<file path="src/rtl/cpu_busctl_pkg.sv">
// Shared types, constants and helpers for the Z80 bus controller.
package cpu_pkg;

   localparam int CNT_W    = 4;
   localparam int MAX_NIRQ = 8;
   localparam int MAX_WAIT = 15;

   // Wait-state sequencer states.
   typedef enum logic [1:0] {
      IDLE,
      WAIT,
      HOLD
   } state_t;

   // Kind of bus cycle seen at a cycle start.
   typedef enum logic [1:0] {
      CYC_NONE,
      CYC_MEM,
      CYC_IO,
      CYC_ACK
   } cycle_t;

   // Classify the active-low strobes; memory takes precedence over I/O.
   function automatic cycle_t cycle_kind(input logic mreq, input logic iorq, input logic m1);
      if (!mreq)      return CYC_MEM;
      else if (!iorq) return m1 ? CYC_IO : CYC_ACK;
      else            return CYC_NONE;
   endfunction

   // IM2 vector: base plus twice the source index, wrapping at 8 bits.
   function automatic logic [7:0] vec_of(input logic [7:0] base, input logic [3:0] index);
      return base + {3'b000, index, 1'b0};
   endfunction

   // Legal parameter ranges for cpu_busctl.
   function automatic bit params_ok(input int nirq, input int memwait, input int iowait);
      return (nirq >= 1) && (nirq <= MAX_NIRQ) &&
             (memwait >= 0) && (memwait <= MAX_WAIT) &&
             (iowait >= 0) && (iowait <= MAX_WAIT);
   endfunction

endpackage

</file>
<file path="src/rtl/cpu_busctl_irq_prio.sv">
// Lowest-index-first priority encoder for the interrupt sources.
module irq_prio #(
   parameter int N = 4
) (
   input  logic [N-1:0] req,
   output logic         valid,
   output logic [2:0]   index
);

   // Scan from the top so the lowest set index is the last one written.
   always_comb begin
      valid = 1'b0;
      index = 3'd0;
      for (int i = N - 1; i >= 0; i--) begin
         if (req[i]) begin
            valid = 1'b1;
            index = 3'(i);
         end
      end
   end

endmodule

</file>
<file path="src/rtl/cpu_busctl.sv">
// Z80 bus controller: wait-state insertion, edge-triggered interrupt latch
// and IM2 vector supply during interrupt acknowledge.
module cpu_busctl
   import cpu_pkg::*;
#(
   parameter int         NIRQ    = 4,
   parameter int         MEMWAIT = 0,
   parameter int         IOWAIT  = 1,
   parameter logic [7:0] VECBASE = 8'hE0
) (
   input  logic            clock,
   input  logic            reset,
   input  logic            cep,
   input  logic            mreq,
   input  logic            iorq,
   input  logic            rd,
   input  logic            wr,
   input  logic            m1,
   input  logic [NIRQ-1:0] irq,
   input  logic [NIRQ-1:0] mask,
   output logic            wait_n,
   output logic            int_n,
   output logic [7:0]      vec,
   output logic            vec_oe,
   output logic [NIRQ-1:0] pending
);

   if (!params_ok(NIRQ, MEMWAIT, IOWAIT)) begin : g_param_err
      $error("cpu_busctl: NIRQ must be 1..8, MEMWAIT and IOWAIT 0..15");
   end

   state_t             state, state_nxt;
   logic [CNT_W-1:0]   count, count_nxt, load_cnt;
   logic               prev_idle;
   logic               bus_idle, start, ack_start;
   cycle_t             kind;
   logic [NIRQ-1:0]    irq_s, irq_p, rise, eligible, ack_clr;
   logic               prio_valid;
   logic [2:0]         prio_index;

   assign bus_idle  = mreq & iorq;
   assign kind      = cycle_kind(mreq, iorq, m1);
   assign start     = cep & ~bus_idle & prev_idle;
   assign ack_start = start && (state == IDLE) && (kind == CYC_ACK);
   assign wait_n    = (state != WAIT);

   // Wait count loaded at a cycle start; refresh (rd and wr high) never waits.
   always_comb begin
      unique case (kind)
         CYC_MEM: load_cnt = (rd && wr) ? '0 : CNT_W'(MEMWAIT);
         CYC_IO:  load_cnt = CNT_W'(IOWAIT);
         default: load_cnt = '0;
      endcase
   end

   // Next-state logic for the wait sequencer.
   always_comb begin
      // NOTE: every output of a combinational block gets a default first so no latch is inferred.
      state_nxt = state;
      count_nxt = count;
      unique case (state)
         IDLE: begin
            if (start) begin
               count_nxt = load_cnt;
               state_nxt = (load_cnt != '0) ? WAIT : HOLD;
            end
         end
         WAIT: begin
            if (cep) begin
               count_nxt = count - CNT_W'(1);
               if (count == CNT_W'(1)) state_nxt = HOLD;
            end
         end
         HOLD: begin
            if (cep && bus_idle) state_nxt = IDLE;
         end
         default: state_nxt = IDLE;
      endcase
   end

   // Sequencer state and counter registers.
   always_ff @(posedge clock or negedge reset) begin
      // NOTE: sequential state uses non-blocking assignments so all registers update together.
      if (!reset) begin
         state <= IDLE;
         count <= '0;
      end else begin
         state <= state_nxt;
         count <= count_nxt;
      end
   end

   // Strobe history for start detection; after reset the bus counts as idle.
   always_ff @(posedge clock or negedge reset) begin
      if (!reset)   prev_idle <= 1'b1;
      else if (cep) prev_idle <= bus_idle;
   end

   // Interrupt sample and previous-value registers for edge detection.
   always_ff @(posedge clock or negedge reset) begin
      if (!reset) begin
         irq_s <= '0;
         irq_p <= '0;
      end else begin
         irq_s <= irq;
         irq_p <= irq_s;
      end
   end

   assign rise     = irq_s & ~irq_p;
   assign eligible = pending & mask;

   irq_prio #(.N(NIRQ)) u_prio (
      .req   (eligible),
      .valid (prio_valid),
      .index (prio_index)
   );

   // One-hot clear of the source being acknowledged.
   always_comb begin
      ack_clr = '0;
      for (int i = 0; i < NIRQ; i++) begin
         ack_clr[i] = ack_start && prio_valid && (prio_index == 3'(i));
      end
   end

   // Pending latch and INT_n; a new edge beats a simultaneous acknowledge clear.
   always_ff @(posedge clock or negedge reset) begin
      if (!reset) begin
         pending <= '0;
         int_n   <= 1'b1;
      end else begin
         pending <= (pending & ~ack_clr) | rise;
         int_n   <= ~|eligible;
      end
   end

   // Vector capture at acknowledge start; output enable ends with IORQ high.
   always_ff @(posedge clock or negedge reset) begin
      if (!reset) begin
         vec    <= 8'h00;
         vec_oe <= 1'b0;
      end else if (ack_start) begin
         vec    <= prio_valid ? vec_of(VECBASE, {1'b0, prio_index})
                              : vec_of(VECBASE, 4'(NIRQ));
         vec_oe <= 1'b1;
      end else if (cep && iorq) begin
         vec_oe <= 1'b0;
      end
   end

endmodule

</file>
<file path="config.mk">
export PLATFORM = sky130hd
export DESIGN_NAME = cpu_busctl
export DESIGN_NICKNAME = d
export VERILOG_FILES = /design/src/rtl/cpu_busctl_pkg.sv /design/src/rtl/cpu_busctl_irq_prio.sv /design/src/rtl/cpu_busctl.sv
export SDC_FILE = /design/constraint.sdc
export NUM_CORES = 1
export LEC_CHECK = 0
export ABC_AREA = 1
export BUFFER_PORTS_ARGS = -buffer_cell sky130_fd_sc_hd__buf_4
export CAP_MARGIN = 40
export CELL_PAD_IN_SITES_DETAIL_PLACEMENT = 0
export CELL_PAD_IN_SITES_GLOBAL_PLACEMENT = 1
export CORE_ASPECT_RATIO = 0.7
export CORE_UTILIZATION = 41
export CTS_CLUSTER_DIAMETER = 50
export DETAILED_ROUTE_END_ITERATION = 7
export PLACE_DENSITY = 0.91
export SLEW_MARGIN = 0
export SYNTH_ARGS = -nofsm -noshare
export SYNTH_HDL_FRONTEND = slang
export SYNTH_SLANG_ARGS = --single-unit
</file>
<file path="constraint.sdc">
create_clock -name clock -period 3.3 [get_ports clock]
set_input_delay 0.66 -clock clock [delete_from_list [all_inputs] [get_ports clock]]
set_output_delay 0.66 -clock clock [all_outputs]
set_load 0.01 [all_outputs]
</file>
==> run metrics <==
status finished clean; crit path max fanout 7; DR pass1 iterations 4; Clock Skew approximately 2.5 ps; Unique masters post-synth 24; post-DP HPWL around 1700 microns; clock root buffer clkbuf_8; IO Count 31; Die Ht roughly 47 microns; Nets 184; Area growth syn-to-layout 21.9%; Post-Syn Instances about 140; count of final hold-check violations 0; Avg WL per Cell 10.8 microns; Synth Register Bits 25; Min-Delay Path Class in -> async; RSZ-0062 raised after global routing no; fin area 0.00147 sq mm; cell internal pwr approximately 0.57 mW; Hold Slack roughly 270 ps; syn_area_per_cell 8.72 sq um; via density per instance ~4.5; Power Density a little over 600 mW/mm^2; most common cell after layout, fill and taps aside nand2_1; Final min period 1880 ps; Leakage Power 0.755 nW; f_max roughly 530 MHz; first-pass GRT wire length approximately 3400 microns; Switching Fraction 0.365; Post-Syn Area roughly 0.0012 sq mm; H-tree Lvls 1; sequential element share of the synthesized area 0.522; Final Non-Filler Cells ~200; Comb pwr share 0.347; post-CTS setup buffer count 0; CTS tree built; CP cell instances nor2_4 > inv_2 > buf_4; final worst slack roughly 1400 ps; core area about 0.0028 sq mm; total power draw 0.904 mW; fin crit share 0.570; critical path data required time approximately 2600 ps; buffer depth of the longest clock path 2; Max Transition Viols Final 0; Setup Crit Path Kind reg -> out; Sequential Power Share 0.448; clock sink total 25; FF-to-FF setup slack around 2000 ps; slowest CP cell dfrtp_1; fin util 0.527; Post-DRT Antenna Nets 0; Fillers about 270; Setup TNS 0 ps; Crit. End Element output port; most frequent cells in the layout nand2_1 (46), buf_4 (26), dfrtp_1 (23); Initial Utilization 0.433; final setup fails 0; die area 0.00316 sq mm; layout cells sized above 1 0.321; largest net degree at the start of global routing 26; yosys warns 0; 1st-iter DRT viols 26; CP startpoint kind register; pre-CTS setup slack about 1700 ps; initial antenna violation count 0; MaxCap Viol Count 0; Worst EP arrival about 1200 ps; placed inst area 0.00142 sq mm; Psw about 0.33 mW; DRC 0; vias in the first global route roughly 800; worst skew pair latency roughly 270 ps; total CTS buffers 3; number of antenna cells inserted 0; placed cell count ~200; grt ovf 0; FP Rows 16; # port buffers 26; cts hold-fix bufs 0; Die Wd between 60 and 70 microns; CP peak stage delay ~470 ps; total track usage 0.155; Max rail drop VDD just under 0.3 mV; Total Wirelength roughly 2200 microns; clock network power share 0.206; Via Count 907; Clock transition at path regs ~90 ps; post_cts resized 0; RD Place Congestion 0.772
==> final cells by class <==
cell class	count	area (sq um)	area share
inverter	17	63.8	0.0435
timing repair buffer	26	195	0.133
tap	36	45.0	0.0307
clock inverter	1	8.76	0.00597
sequential	25	628	0.428
multi-input combinational	93	485	0.331
clock buffer	3	41.3	0.0281
==> cells by family after synthesis <==
kind of cell / count (synthesis) / share of synthesized area
AND/OR/NAND/NOR: 78 / 0.317
flip-flops: 25 / 0.522
buffers and inverters: 21 / 0.0780
AO/OA/AOI/OAI: 11 / 0.0592
adder cells (fa/ha/maj): 2 / 0.0208
other: 1 / 0.00312
==> power by group through the flow <==
stage | sequential [mW] | clock [mW] | combinational, mW
after floorplan | 0.410 | 0 | 0.223
after global placement | 0.407 | 0 | 0.306
after detailed placement | 0.411 | 0 | 0.317
after CTS | 0.406 | 0.195 | 0.319
after global routing | 0.413 | 0.209 | 0.359
final | 0.405 | 0.186 | 0.313
==> final timing paths <==
check                       endpoint  depth (start not counted)     start
max reg2reg                 count[2]                          5  count[0]
max                           wait_n                          3  state[1]
min                           vec[3]                          1     reset
min in group clock          irq_p[2]                          0  irq_s[2]
min reg2reg                 irq_p[2]                          0  irq_s[2]
max in group asynchronous  prev_idle                          1     reset
==> layer usage <==
| layer | vias to the layer above | track usage | routed length (microns) |
|---|---|---|---|
| met5 | - | 0 | 0 |
| met4 | 0 | 0.0383 | 0 |
| met3 | 0 | 0.0655 | 105 |
| met2 | 19 | 0.265 | 1060 |
| met1 | 413 | 0.184 | 1010 |
| li1 | 475 | - | - |
==> flip-flops by register name, summed over array words and instances (netlist names) <==
name and cells:
irq_p 4, vec_oe 1, prev_idle 1, vec 4, irq_s 4, int_n 1
count 4, pending 4, state 2
==> worst max-delay path: cells and delay by family, from the launching register on <==
family,cells,cell delay [ps]
buffers and inverters,2,200
and+or+nand+nor,1,280
DFF,1,470
==> cell usage after synthesis, drive strengths merged <==
library cell	instances	share of area
o21ai	9	0.050
ha	2	0.021
a31oi	1	0.0052
a21oi	1	0.0042
or2	2	0.010
nand2	50	0.17
dfstp	2	0.044
nor2	16	0.075
nand3	8	0.054
conb	1	0.0031
nand4	1	0.0052
nor3	1	0.0042
buf	4	0.025
inv	17	0.053
dfrtp	23	0.48
Power figures use the tool's default switching activity.
